==> config.mk <==
export PLATFORM = sky130hd
export DESIGN_NAME = fetch_sequencer
export DESIGN_NICKNAME = d
export VERILOG_FILES = /design/src/rtl/fetch_pkg.sv /design/src/rtl/fetch_skid_buf.sv /design/src/rtl/fetch_sequencer.sv
export SDC_FILE = /design/constraint.sdc
export NUM_CORES = 1
export LEC_CHECK = 0
export BUFFER_PORTS_ARGS = -buffer_cell sky130_fd_sc_hd__clkbuf_2
export CORE_MARGIN = 4
export CORE_UTILIZATION = 49
export CTS_CLUSTER_DIAMETER = 80
export DETAILED_ROUTE_END_ITERATION = 10
export GPL_TIMING_DRIVEN = 1
export HOLD_SLACK_MARGIN = 0.08
export PLACE_DENSITY = 0.76
export SLEW_MARGIN = 40
export SYNTH_ARGS = -nofsm -noshare
export SYNTH_HDL_FRONTEND = slang
export SYNTH_SLANG_ARGS = --single-unit
==> constraint.sdc <==
create_clock -name clk -period 2 [get_ports clk]
set_input_delay 0.1 -clock clk [delete_from_list [all_inputs] [get_ports clk]]
set_output_delay 0.1 -clock clk [all_outputs]
set_load 0.01 [all_outputs]
==> src/rtl/fetch_pkg.sv <==
`default_nettype none
// ============================================================================
// Module      : fetch_pkg
// Description : Shared constants and types for the fetch sequencer slice.
// Revision    : 1.0 - initial release
// ============================================================================
package fetch_pkg;

    localparam int PC_W       = 13;
    localparam int INSTR_W    = 32;
    localparam int IMEM_DEPTH = 8192;

    typedef enum logic [1:0] {
        IDLE = 2'd0,
        RUN  = 2'd1,
        HALT = 2'd2
    } fetch_state_e;

    typedef struct packed {
        logic [INSTR_W-1:0] instr;
        logic [PC_W-1:0]    pc;
    } fetch_word_t;

endpackage
`default_nettype wire

==> src/rtl/fetch_skid_buf.sv <==
`default_nettype none
// ============================================================================
// Module      : fetch_skid_buf
// Description : Single-entry skid register for one {instr, pc} fetch word.
// Revision    : 1.0 - initial release
// ============================================================================
module fetch_skid_buf
    import fetch_pkg::*;
(
    input  logic        clk,
    input  logic        rst,
    input  logic        i_load,
    input  logic        i_unload,
    input  logic        i_clear,
    input  fetch_word_t i_word,
    output fetch_word_t o_word,
    output logic        o_full
);

    fetch_word_t r_word;
    logic        r_full;

    // Clear wins so a redirect can never leave a stale word behind.
    always_ff @(posedge clk) begin
        if (rst) begin
            r_word <= '0;
            r_full <= 1'b0;
        end else if (i_clear) begin
            r_full <= 1'b0;
        end else if (i_load) begin
            r_word <= i_word;
            r_full <= 1'b1;
        end else if (i_unload) begin
            r_full <= 1'b0;
        end
    end

    assign o_word = r_word;
    assign o_full = r_full;

endmodule
`default_nettype wire

==> src/rtl/fetch_sequencer.sv <==
`default_nettype none
// ============================================================================
// Module      : fetch_sequencer
// Description : Fetch-stage PC owner, imem sequencer and valid/stall delivery
//               with a one-entry skid. FETCH_PERF_EN adds perf counters.
// Revision    : 1.0 - initial release
// ============================================================================
module fetch_sequencer #(
    parameter int PC_W     = 13,
    parameter int INSTR_W  = 32,
    parameter int RESET_PC = 0
) (
    input  logic               clk,
    input  logic               rst,
    input  logic [PC_W:0]      prog_size_i,
    input  logic               stall_i,
    input  logic               redirect_i,
    input  logic [PC_W-1:0]    redirect_pc_i,
    output logic               imem_rd_en_o,
    output logic [PC_W-1:0]    imem_addr_o,
    input  logic [INSTR_W-1:0] imem_data_i,
    output logic               instr_valid_o,
    output logic [INSTR_W-1:0] instr_o,
    output logic [PC_W-1:0]    instr_pc_o,
    output logic               halted_o
`ifdef FETCH_PERF_EN
    ,
    output logic [31:0]        perf_fetch_cnt_o,
    output logic [31:0]        perf_stall_cnt_o
`endif
);

    import fetch_pkg::*;

    localparam logic [PC_W:0] c_reset_pc = (PC_W+1)'(RESET_PC);

    fetch_state_e    r_state;
    fetch_state_e    w_state_nxt;
    logic [PC_W:0]   r_pc;
    logic            r_pend;
    logic [PC_W-1:0] r_pend_pc;
    logic            r_out_valid;
    fetch_word_t     r_out;

    fetch_word_t     w_skid_word;
    fetch_word_t     w_ret_word;
    logic            w_skid_full;
    logic            w_accept;
    logic            w_out_free;
    logic            w_in_range;
    logic            w_issue;
    logic            w_ret;
    logic            w_skid_load;
    logic            w_skid_unload;

    always_comb begin
        w_accept      = r_out_valid & ~stall_i;
        w_out_free    = ~r_out_valid | w_accept;
        w_in_range    = (r_pc < prog_size_i);
        w_issue       = (r_state == RUN) & w_in_range & ~redirect_i & ~w_skid_full
                        & (~stall_i | ~r_out_valid);
        w_ret         = r_pend & ~redirect_i;
        w_skid_load   = w_ret & ~w_out_free;
        w_skid_unload = w_accept & w_skid_full;
        w_ret_word.instr = imem_data_i;
        w_ret_word.pc    = r_pend_pc;
    end

    // Halting waits for every buffered word to leave, so halted_o implies drained.
    always_comb begin
        w_state_nxt = r_state;
        case (r_state)
            IDLE: w_state_nxt = RUN;
            RUN: begin
                if (!redirect_i && !w_in_range && !r_pend && !w_skid_full && w_out_free)
                    w_state_nxt = HALT;
            end
            HALT: begin
                if (redirect_i && ({1'b0, redirect_pc_i} < prog_size_i))
                    w_state_nxt = RUN;
            end
            default: w_state_nxt = IDLE;
        endcase
    end

    always_ff @(posedge clk) begin
        if (rst) begin
            r_state     <= IDLE;
            r_pc        <= c_reset_pc;
            r_pend      <= 1'b0;
            r_pend_pc   <= '0;
            r_out_valid <= 1'b0;
            r_out       <= '0;
        end else begin
            r_state <= w_state_nxt;
            if (redirect_i) begin
                r_pc        <= {1'b0, redirect_pc_i};
                r_pend      <= 1'b0;
                r_out_valid <= 1'b0;
            end else begin
                r_pend <= w_issue;
                if (w_issue) begin
                    r_pc      <= r_pc + 1'b1;
                    r_pend_pc <= r_pc[PC_W-1:0];
                end
                // The skid is always older than a returning read, so it drains first.
                if (w_skid_unload) begin
                    r_out       <= w_skid_word;
                    r_out_valid <= 1'b1;
                end else if (w_ret && w_out_free) begin
                    r_out       <= w_ret_word;
                    r_out_valid <= 1'b1;
                end else if (w_accept) begin
                    r_out_valid <= 1'b0;
                end
            end
        end
    end

    fetch_skid_buf u_skid (
        .clk      (clk),
        .rst      (rst),
        .i_load   (w_skid_load),
        .i_unload (w_skid_unload),
        .i_clear  (redirect_i),
        .i_word   (w_ret_word),
        .o_word   (w_skid_word),
        .o_full   (w_skid_full)
    );

    assign imem_rd_en_o  = w_issue;
    assign imem_addr_o   = r_pc[PC_W-1:0];
    assign instr_valid_o = r_out_valid;
    assign instr_o       = r_out.instr;
    assign instr_pc_o    = r_out.pc;
    assign halted_o      = (r_state == HALT);

`ifdef FETCH_PERF_EN
    logic [31:0] r_perf_fetch;
    logic [31:0] r_perf_stall;

    always_ff @(posedge clk) begin
        if (rst) begin
            r_perf_fetch <= '0;
            r_perf_stall <= '0;
        end else begin
            if (w_accept && (r_perf_fetch != '1))
                r_perf_fetch <= r_perf_fetch + 1'b1;
            if (r_out_valid && stall_i && (r_perf_stall != '1))
                r_perf_stall <= r_perf_stall + 1'b1;
        end
    end

    assign perf_fetch_cnt_o = r_perf_fetch;
    assign perf_stall_cnt_o = r_perf_stall;
`endif

endmodule
`default_nettype wire
==> metrics.cfg, run 1 <==
[synthesis]
yosysWarnings = 0
synth_seq_cells = 122
synthFlopType = dfxtp_1
yosysUniqueCellTypes = 49
syn_nets = 822
synthArstFlopShare = 0
syn_avg_cell_area_sq_um = 7.946
postSynthCellCount = 733
synth_edf_count = 0
syn_area_sq_um = 5824
ys_seq_area_frac = 0.4193

[power_and_ir_drop]
power_density_nw_per_um2 = 793.8
switching_share = 0.2429
clkPwrFrac = 0.489
leakage_nw = 3.249
pwr-share-seq = 0.394
p_sw_mw = 1.555
p_int_mw = 4.846
irDropWorstVdd_v = 0.0006354
combinationalPowerShare = 0.118

[status]
failed_checks = setup timing
status = finished, violations left

[worst_hold_path]
whs_path_depth = 3
hold_path_class = input pin to flip-flop

[clock_tree]
clock_sinks = 122
cts.path.max_buffers = 2
clkLatencyLatePin_ps = 410
cts_tree = yes
ctsHtreeMaxLevel = 4
cts_root_buf = clkbuf_16
cts_buffers = 17
clkTransAtPathRegs_ps = 60

[timing]
setup_ws_ps = -59.36
worst_pin_slew_ps = 468.1
max_freq_mhz = 485.6
rsz0062_at_grt = yes
setup_viol = 7
worst_hold_slack_ps = 135.9
fin_crit_ps = 2059
fin_crit_sh = 1.030
finalHoldViolCount = 0
relSlewSlack = 0.6879
drv_slew = 0
fin_skew_ps = 8.122

[place]
place_hpwl_um = 11070
gp_congestion = 0.8845
portBuffers = 123
postPlaceCellArea_sq_um = 6676

[setup_path]
cp-startpoint = r_pc[7]$_SDFFE_PP0P_
critical_path_class = flip-flop to primary output
arrival_ps = 1960
endpoint_kind = primary output
endpoint = imem_rd_en_o
startpoint_type = flip-flop
reg2reg_depth = 9
cp.required_ps = 1900
r2r-end = r_pc[7]$_SDFFE_PP0P_
path_max_fanout = 2
timing.reg2reg.setup_slack_ps = -50
r2r-start = r_pc[3]$_SDFFE_PP0P_

[grt]
grt-ovfl-total = 0
grt_max_degree = 57
antenna_found_initial = 0
track_usage = 0.2478
grt_pass1_wl_um = 27280
grt_pass1_vias = 5853

[drt]
drc = 0
drtIter0Drc = 642
drt_wl_total_um = 17590
wl_met1_um = 7287
num_vias = 6139
wl_met3_um = 1150
wl_met2_um = 8599
drt-pass1-iter-count = 6
via_per_inst = 5.824
wl_per_cell_um = 16.69
highest_layer = met4
postRouteAntennaNets = 0

[final_layout]
num-nets-final = 987
final_common_cell = nand2_1
fin_util = 0.7001
syn_to_final_growth_pct = 38.43
design_area_sq_um = 8063
most-common-layout-cells = 151 x nand2_1, 121 x clkbuf_2, 113 x dfxtp_1
drive_above_1_share = 0.2766
antenna_cells = 0

[run]
cap_viol_max_count = 0

[floorplan]
core_area_sq_um = 11520
start_util = 0.5058
die-width_um = 117.0
rows = 39
pin_count = 124
dieHeight_um = 117.0
die-area_sq_um = 13690

==> how the worst min path moves through the flow <==
stage	start	endpoint	slack (ps)
final	stall_i	instr_valid_o$_SDFFE_PP0P_	140
after detailed placement	imem_data_i[11]	u_skid.o_word[24]$_SDFFE_PP0P_	340
after CTS	stall_i	instr_valid_o$_SDFFE_PP0P_	130
after floorplan	imem_data_i[0]	u_skid.o_word[13]$_SDFFE_PP0P_	240
after global routing	stall_i	instr_valid_o$_SDFFE_PP0P_	140
after global placement	imem_data_i[11]	u_skid.o_word[24]$_SDFFE_PP0P_	340
==> worst max-delay path: stages (launching register included) <==
cell and delay, ps:
dfxtp_2 330, ha_4 240, a21oi_2 130, o21ai_2 110
a211oi_2 220, a21bo_4 280, clkinv_4 60, buf_6 90
buf_8 90
==> per-stage QoR <==
stage,instances,worst slack [ps],power [mW],TNS [ps]
floorplan,733,-24.15,2.904,-24.15
global placement,970,-39.37,3.110,-134.0
detailed placement,970,-202.5,3.139,-2331
CTS,1052,-24.39,6.355,-24.39
global route,1054,-111.3,6.613,-1198
finish,1054,-59.36,6.400,-230.0
==> layer usage <==
metal	track usage	vias to the layer above
met2	0.4221	269
met4	0.08869	0
li1	-	2900
met3	0.06530	63
met5	0	-
met1	0.3024	2907
==> Yosys cell counts (all sizes together), types with 2 or more instances <==
cell type  instances  area (sq um)
a21o               3         22.52
o21ai             11         55.05
a211oi             3         22.52
buf               21         147.6
nor2b             13         81.33
or3                6         37.54
dfxtp            122          2442
nand4              2         12.51
o221ai             2         17.52
a22oi              6         45.04
a21oi             64         324.1
inv               17         63.81
and2               3         18.77
nand3             58         290.3
and3               3         18.77
nor3               5         25.02
a31oi             10         62.56
a22o               3         26.28
a311oi            45         394.1
nand4b             2         17.52
nor2              66         247.7
ha                26         325.3
mux2i             14         140.1
nand2            153         574.3
clkbuf            47         176.4
o21a               3         22.52
nand2b             5         31.28
nor3b              3         22.52
==> power by group through the flow <==
| stage | clock network [mW] | logic [mW] | registers (mW) |
|---|---|---|---|
| after global placement | 0 | 0.548 | 2.56 |
| after detailed placement | 0 | 0.573 | 2.57 |
| after global routing | 3.28 | 0.814 | 2.52 |
| after CTS | 3.14 | 0.692 | 2.52 |
| final | 3.13 | 0.753 | 2.52 |
| after floorplan | 0 | 0.321 | 2.58 |
==> logic make-up after synthesis <==
family | count (synthesis) | share of synthesized area
multiplexers | 14 | 0.02406
buffers and inverters | 86 | 0.06745
AO/OA/AOI/OAI | 159 | 0.1856
adder cells (fa/ha/maj) | 26 | 0.05585
flip-flops | 122 | 0.4193
AND/OR/NAND/NOR | 326 | 0.2477
==> state kept, by name (all words and copies together), names as in the netlist <==
name,flops
instr_valid_o,1
r_pend,1
u_skid.o_word,45
r_pend_pc,13
r_state,2
r_pc,14
u_skid.o_full,1
instr_o,32
instr_pc_o,13
==> timing repair <==
action | in CTS | in global routing
hold buffers | 43 | 0
gates cloned | 0 | 1
endpoints found under the setup margin | 27 | 48
endpoints found under the hold margin | 76 | 0
gates resized for setup | 30 | 27
pin swaps | 14 | 13
setup buffers | 7 | 1
==> final cells by class <==
cell class                 instances  area [sq um]
sequential                       122          2454
inverter                          18         72.57
clock buffer                      19         442.9
fill                             824          3453
multi-input combinational        525          3218
clock inverter                    13         167.7
tap                              143         178.9
timing repair buffer             214          1529
Power figures use the tool's default switching activity.
==> run 2, diff against run 1 <==
--- a/config.mk
+++ b/config.mk
@@ -5,14 +5,14 @@
 export SDC_FILE = /design/constraint.sdc
 export NUM_CORES = 1
 export LEC_CHECK = 0
-export BUFFER_PORTS_ARGS = -buffer_cell sky130_fd_sc_hd__clkbuf_2
 export CORE_MARGIN = 4
-export CORE_UTILIZATION = 49
+export CORE_UTILIZATION = 53
 export CTS_CLUSTER_DIAMETER = 80
 export DETAILED_ROUTE_END_ITERATION = 10
+export DONT_BUFFER_PORTS = 1
 export GPL_TIMING_DRIVEN = 1
 export HOLD_SLACK_MARGIN = 0.08
-export PLACE_DENSITY = 0.76
+export PLACE_DENSITY = 0.71
 export SLEW_MARGIN = 40
 export SYNTH_ARGS = -nofsm -noshare
 export SYNTH_HDL_FRONTEND = slang
==> run 2 against run 1 <==
The run still ends with setup timing left. Combinational power fell by 12%. Largest cell class unchanged. Via count fell by 7.6%. Core utilization rose by 2.1 points. Non-clock buffer count fell by 88. Sequential power barely moved. Critical path depth rose by 2.
==> metrics.cfg, run 2 (same netlist as run 1, synthesis figures left out) <==
[floorplan]
start_util = 0.5396
pin_count = 124
rows = 38
dieHeight_um = 112.8
die-width_um = 112.8
die-area_sq_um = 12730
core_area_sq_um = 10790

[clock_tree]
cts_tree = yes
ctsHtreeMaxLevel = 4
clock_sinks = 122
clkTransAtPathRegs_ps = 60
clkLatencyLatePin_ps = 510
cts_root_buf = clkbuf_8
cts.path.max_buffers = 2
cts_buffers = 17

[final_layout]
design_area_sq_um = 7785
syn_to_final_growth_pct = 33.66
final_common_cell = nand2_1
drive_above_1_share = 0.1484
fin_cells = 962
most-common-layout-cells = 150 x nand2_1, 116 x dfxtp_1, 80 x dlygate4sd3_1
num-nets-final = 899
largest_reg_flops = 45
antenna_cells = 0

[grt]
antenna_found_initial = 0
track_usage = 0.2544
grt_max_degree = 109
grt_pass1_vias = 5451
grt_pass1_wl_um = 26790
grt-ovfl-total = 0

[drt]
wl_met1_um = 6992
postRouteAntennaNets = 0
drtIter0Drc = 657
highest_layer = met4
num_vias = 5675
drt-pass1-iter-count = 5
via_per_inst = 5.899
drt_wl_total_um = 17240
drc = 0
wl_met3_um = 1372
wl_per_cell_um = 17.92
wl_met2_um = 8457

[status]
failed_checks = setup timing
status = finished, violations left

[setup_path]
cp.required_ps = 2380
cp_slowest_cell = dfxtp_2
arrival_ps = 2670
path_buf_inv = 3
critical_path_class = flip-flop to flip-flop
path_max_fanout = 10
worst_path_largest_cell_delay_ps = 340
endpoint_kind = flip-flop
path_cells = ha_4, a21oi_4, o21ai_2, a211oi_2, a21bo_2, clkinv_4, buf_4, clkbuf_16, mux2i_1, nor2_1
startpoint_type = flip-flop
critPathTopFamily = compound AO/OA/AOI/OAI gates

[timing]
setup_viol = 30
fin_skew_ps = 12.89
drv_slew = 0
relSlewSlack = 0.5361
tns_ps = -6115
worst_pin_slew_ps = 693.6
finalHoldViolCount = 0
max_freq_mhz = 436.1
rsz0062_at_grt = yes
fin_crit_sh = 1.146
setup_ws_ps = -292.9
fin_crit_ps = 2293

[power_and_ir_drop]
p_int_mw = 4.687
pwr-share-seq = 0.415
leakage_nw = 2.911
irDropWorstVdd_v = 0.0005303
power_mw = 6.114
clkPwrFrac = 0.478
p_sw_mw = 1.427
switching_share = 0.2334
power_density_nw_per_um2 = 785.4
combinationalPowerShare = 0.108

[place]
place_ws_ps = -136.7
gp_congestion = 0.8515
place_hpwl_um = 9705
portBuffers = 0
place_inst = 842
postPlaceCellArea_sq_um = 6042

[worst_hold_path]
hold_path_class = input pin to flip-flop

[run]
cap_viol_max_count = 0

## run 2: cell types whose count changed in the layout (fill, tap and decap cells not counted), sizes merged
cell / before / now
buf: 49 / 44
bufinv: 3 / 2
clkinv: 7 / 6
inv: 19 / 17
clkbuf: 141 / 25
clkinvlp: 2 / 1
dlygate4sd3: 43 / 80
## run 2: worst paths after layout
path                                      start                        endpoint  slack, ps  cells after the start
setup / recovery           r_pc[7]$_SDFFE_PP0P_       r_pend_pc[3]$_SDFFE_PP0P_       -290                     10
hold / removal                       redirect_i  u_skid.o_word[25]$_SDFFE_PP0P_        180                      4
setup reg to reg           r_pc[7]$_SDFFE_PP0P_       r_pend_pc[3]$_SDFFE_PP0P_       -290                     10
hold reg to reg   u_skid.o_word[2]$_SDFFE_PP0P_   u_skid.o_word[2]$_SDFFE_PP0P_        450                      2
## run 2: repair_timing
action / 4_1_cts / 5_1_grt
endpoints found under the setup margin: 25 / 35
hold endpoints to repair: 122 / 5
buffers inserted: 7 / 0
pin swaps: 15 / 9
cloned: 0 / 2
hold buffers: 82 / 1
resized for setup: 22 / 27
## run 2: worst reg2reg max path, delay by kind of cell, from the launching register on
| family | cells | cell delay (ps) |
|---|---|---|
| AOI/OAI and AO/OA | 4 | 890 |
| adders and majority gates | 1 | 250 |
| buffers and inverters | 3 | 420 |
| DFF | 1 | 340 |
| muxes | 1 | 210 |
| and+or+nand+nor | 1 | 60 |
## run 2: power by group through the flow
stage / Sequential (mW) / Clock (mW) / Combinational, mW
after floorplan: 2.58 / 0 / 0.321
after global placement: 2.58 / 0 / 0.369
after CTS: 2.53 / 2.96 / 0.575
after detailed placement: 2.58 / 0 / 0.384
final: 2.53 / 2.92 / 0.659
after global routing: 2.54 / 3.07 / 0.704
## run 2: per-stage QoR
stage | util | hold WS [ps]
after global placement | 0.5598 | 176.6
after detailed placement | 0.5598 | 181.7
final | 0.7213 | 184.0
after global routing | 0.7213 | 185.5
after floorplan | - | 236.0
after CTS | 0.7052 | 109.1
## run 2: layout make-up
cell class	instances	area (sq um)
fillers	754	3008
clock buffers	23	476.7
inverters	18	72.57
well taps	140	175.2
multi-input cells	525	3243
flip-flops and latches	122	2450
clock inverters	8	92.59
repair buffers	126	1275
## run 2: routing by layer
metal / global-route usage / up-vias
met5: 0 / -
met2: 0.4202 / 262
li1: - / 2721
met1: 0.3199 / 2659
met4: 0.08734 / 0
met3: 0.07166 / 33
==> run 3, diff against run 2 <==
--- a/config.mk
+++ b/config.mk
@@ -5,6 +5,7 @@
 export SDC_FILE = /design/constraint.sdc
 export NUM_CORES = 1
 export LEC_CHECK = 0
+export ABC_AREA = 1
 export CORE_MARGIN = 4
 export CORE_UTILIZATION = 53
 export CTS_CLUSTER_DIAMETER = 80
==> run 3 against run 2 <==
The flow now finishes without violations. Critical path depth increased by 1. Worst hold slack worse by 57 ps. Core utilization down 6.0 points. Non-clock buffer count shrank 48. First-iteration DRC count fell by 7.0%. Worst setup slack gained 340 ps. Wire length fell by 13%. Final cell count rose by 5.7%. Die area is 0.27% higher. Global-route usage decreased by 2.2 points. Clock skew down 3.8 ps. Count of clock-buffer cells in the layout fell by 3. Critical endpoint is now r_pc[0]$_SDFFE_PP0P_.
==> metrics.cfg, run 3 <==
[synthesis]
syn_nets = 916
yosys-top-cells-count = 233 x nand2_1, 122 x dfxtp_1, 111 x nor2_1
syn_avg_cell_area_sq_um = 7.064
postSynthCellCount = 827
yosysWarnings = 0
synthArstFlopShare = 0
synth_edf_count = 0
yosysUniqueCellTypes = 28
synth_most_common_cell = nand2_1
synth_top_cell_by_area = dfxtp_1
ys_seq_area_frac = 0.4181
netlist.area_leader.share = 0.4181
syn_area_sq_um = 5842
synthFlopType = dfxtp_1
synth_seq_cells = 122
yosys-top-cells-area = dfxtp_1 42%, nand2_1 15%, o21ai_0 8.1%

[status]
status = finished, final reports clean

[timing]
fin_crit_sh = 0.9783
relSlewSlack = 0.4868
drv_slew = 0
worst_pin_slew_ps = 769.8
finalHoldViolCount = 0
setup_viol = 0
max_freq_mhz = 511.1
fin_crit_ps = 1957
fin_skew_ps = 9.070

[clock_tree]
clkLatencyLatePin_ps = 510
clkTransAtPathRegs_ps = 60
cts_tree = yes
cts_root_buf = clkbuf_8
clock_sinks = 122
ctsHtreeMaxLevel = 4
cts_buffers = 17
cts.path.max_buffers = 2

[setup_path]
arrival_ps = 2380
startpoint_type = flip-flop
critical_path_class = flip-flop to flip-flop
endpoint_kind = flip-flop
cp.required_ps = 2430
path_max_fanout = 19

[final_layout]
fin_cells = 1017
drive_above_1_share = 0.1129
syn_to_final_growth_pct = 22.19
most-common-layout-cells = 229 x nand2_1, 117 x dfxtp_1, 110 x nor2_1
design_area_sq_um = 7138
final_common_cell = nand2_1
largest_reg_flops = 45
num-nets-final = 953
antenna_cells = 0
n_fill_cell = 909

[floorplan]
pin_count = 124
rows = 38
dieHeight_um = 113.0
start_util = 0.5413
die-area_sq_um = 12770
core_area_sq_um = 10790
die-width_um = 113.0

[drt]
num_vias = 5498
drt-pass1-iter-count = 5
drt_wl_total_um = 14970
drc = 0
drtIter0Drc = 611
wl_per_cell_um = 14.72
via_per_inst = 5.406
postRouteAntennaNets = 0

[run]
cap_viol_max_count = 0

[power_and_ir_drop]
power_density_nw_per_um2 = 849.0
leakage_nw = 2.967
irDropWorstVdd_v = 0.0005159

[place]
gp_congestion = 0.8849
place_inst = 932
postPlaceCellArea_sq_um = 5898
portBuffers = 0
place_hpwl_um = 9740

[grt]
grt_max_degree = 91
antenna_found_initial = 0
grt-ovfl-total = 0
track_usage = 0.2327
grt_pass1_wl_um = 24660
grt_pass1_vias = 5237

[worst_hold_path]
hold_path_class = input pin to flip-flop

## run 3: final cells by class
class / count / area (sq um) / area share
Multi-Input combinational cell: 593 / 2983 / 0.4179
Tap cell: 140 / 175.2 / 0.02454
Inverter: 52 / 198.9 / 0.02787
Timing Repair Buffer: 78 / 739.5 / 0.1036
Clock buffer: 20 / 445.4 / 0.06240
Sequential cell: 122 / 2449 / 0.3430
Clock inverter: 12 / 147.6 / 0.02068
## run 3: final timing paths
| check | startpoint | end | slack, ps | cells past startpoint |
|---|---|---|---|---|
| hold reg to reg | u_skid.o_word[6]$_SDFFE_PP0P_ | instr_pc_o[6]$_SDFFE_PP0P_ | 470 | 2 |
| setup reg to reg | r_pc[13]$_SDFFE_PP0P_ | r_pc[0]$_SDFFE_PP0P_ | 40 | 11 |
| setup / recovery | r_pc[13]$_SDFFE_PP0P_ | r_pc[0]$_SDFFE_PP0P_ | 40 | 11 |
| hold / removal | prog_size_i[13] | r_state[1]$_SDFFE_PP0P_ | 130 | 7 |
## run 3: routing by layer
| layer | global-route usage | vias up | wire (um) |
|---|---|---|---|
| li1 | - | 2756 | - |
| met1 | 0.2906 | 2516 | 6399 |
| met2 | 0.3724 | 192 | 7112 |
| met3 | 0.06952 | 34 | 1095 |
| met4 | 0.1026 | 0 | 364 |
| met5 | 0 | - | 0 |
## run 3: worst max-delay path: stages (launching register included)
cell	delay [ps]
dfxtp_2	340
ha_4	280
nand2_2	70
nor2_4	120
nand2_1	50
nor2_1	120
nand2_2	80
nand3_2	90
buf_4	130
buf_4	230
nand3_1	130
a21oi_1	230
## run 3: cell families (layout without fill, tap and decap cells)
logic type | count (synthesis) | in the layout | synth area share
AOI/OAI and AO/OA | 180 | 180 | 0.1675
xor gates and xnor gates | 7 | 7 | 0.01049
adders and majority gates | 26 | 26 | 0.05569
buffers and inverters | 112 | 162 | 0.08846
DFF | 122 | 122 | 0.4181
and+or+nand+nor | 380 | 380 | 0.2598
## run 3: metrics by stage
stage | hold WS (ps) | utilization | power [mW] | TNS [ps] | worst slack (ps)
finish | 127.1 | 0.6614 | 6.060 | 0 | 43.42
global route | 169.7 | 0.6614 | 6.264 | -26.57 | -16.24
CTS | 107.1 | 0.6509 | 6.057 | 0 | 20.10
detailed placement | 169.8 | 0.5465 | 2.930 | 0 | 256.3
global placement | 168.3 | 0.5465 | 2.916 | 0 | 317.2
floorplan | 260.9 | - | 2.864 | 0 | 268.5
## run 3: repair_timing
item	4_1_cts	5_1_grt
pin swaps	2	6
endpoints found under the hold margin	122	0
setup buffers	2	1
hold buffers	50	0
endpoints found under the setup margin	1	49
gates resized for setup	3	18
## run 3: where the power goes
part | switching, mW | total (mW) | internal, mW
Combinational | 0.303 | 0.530 | 0.227
Sequential | 0.0313 | 2.50 | 2.47
Clock | 1.08 | 3.03 | 1.95
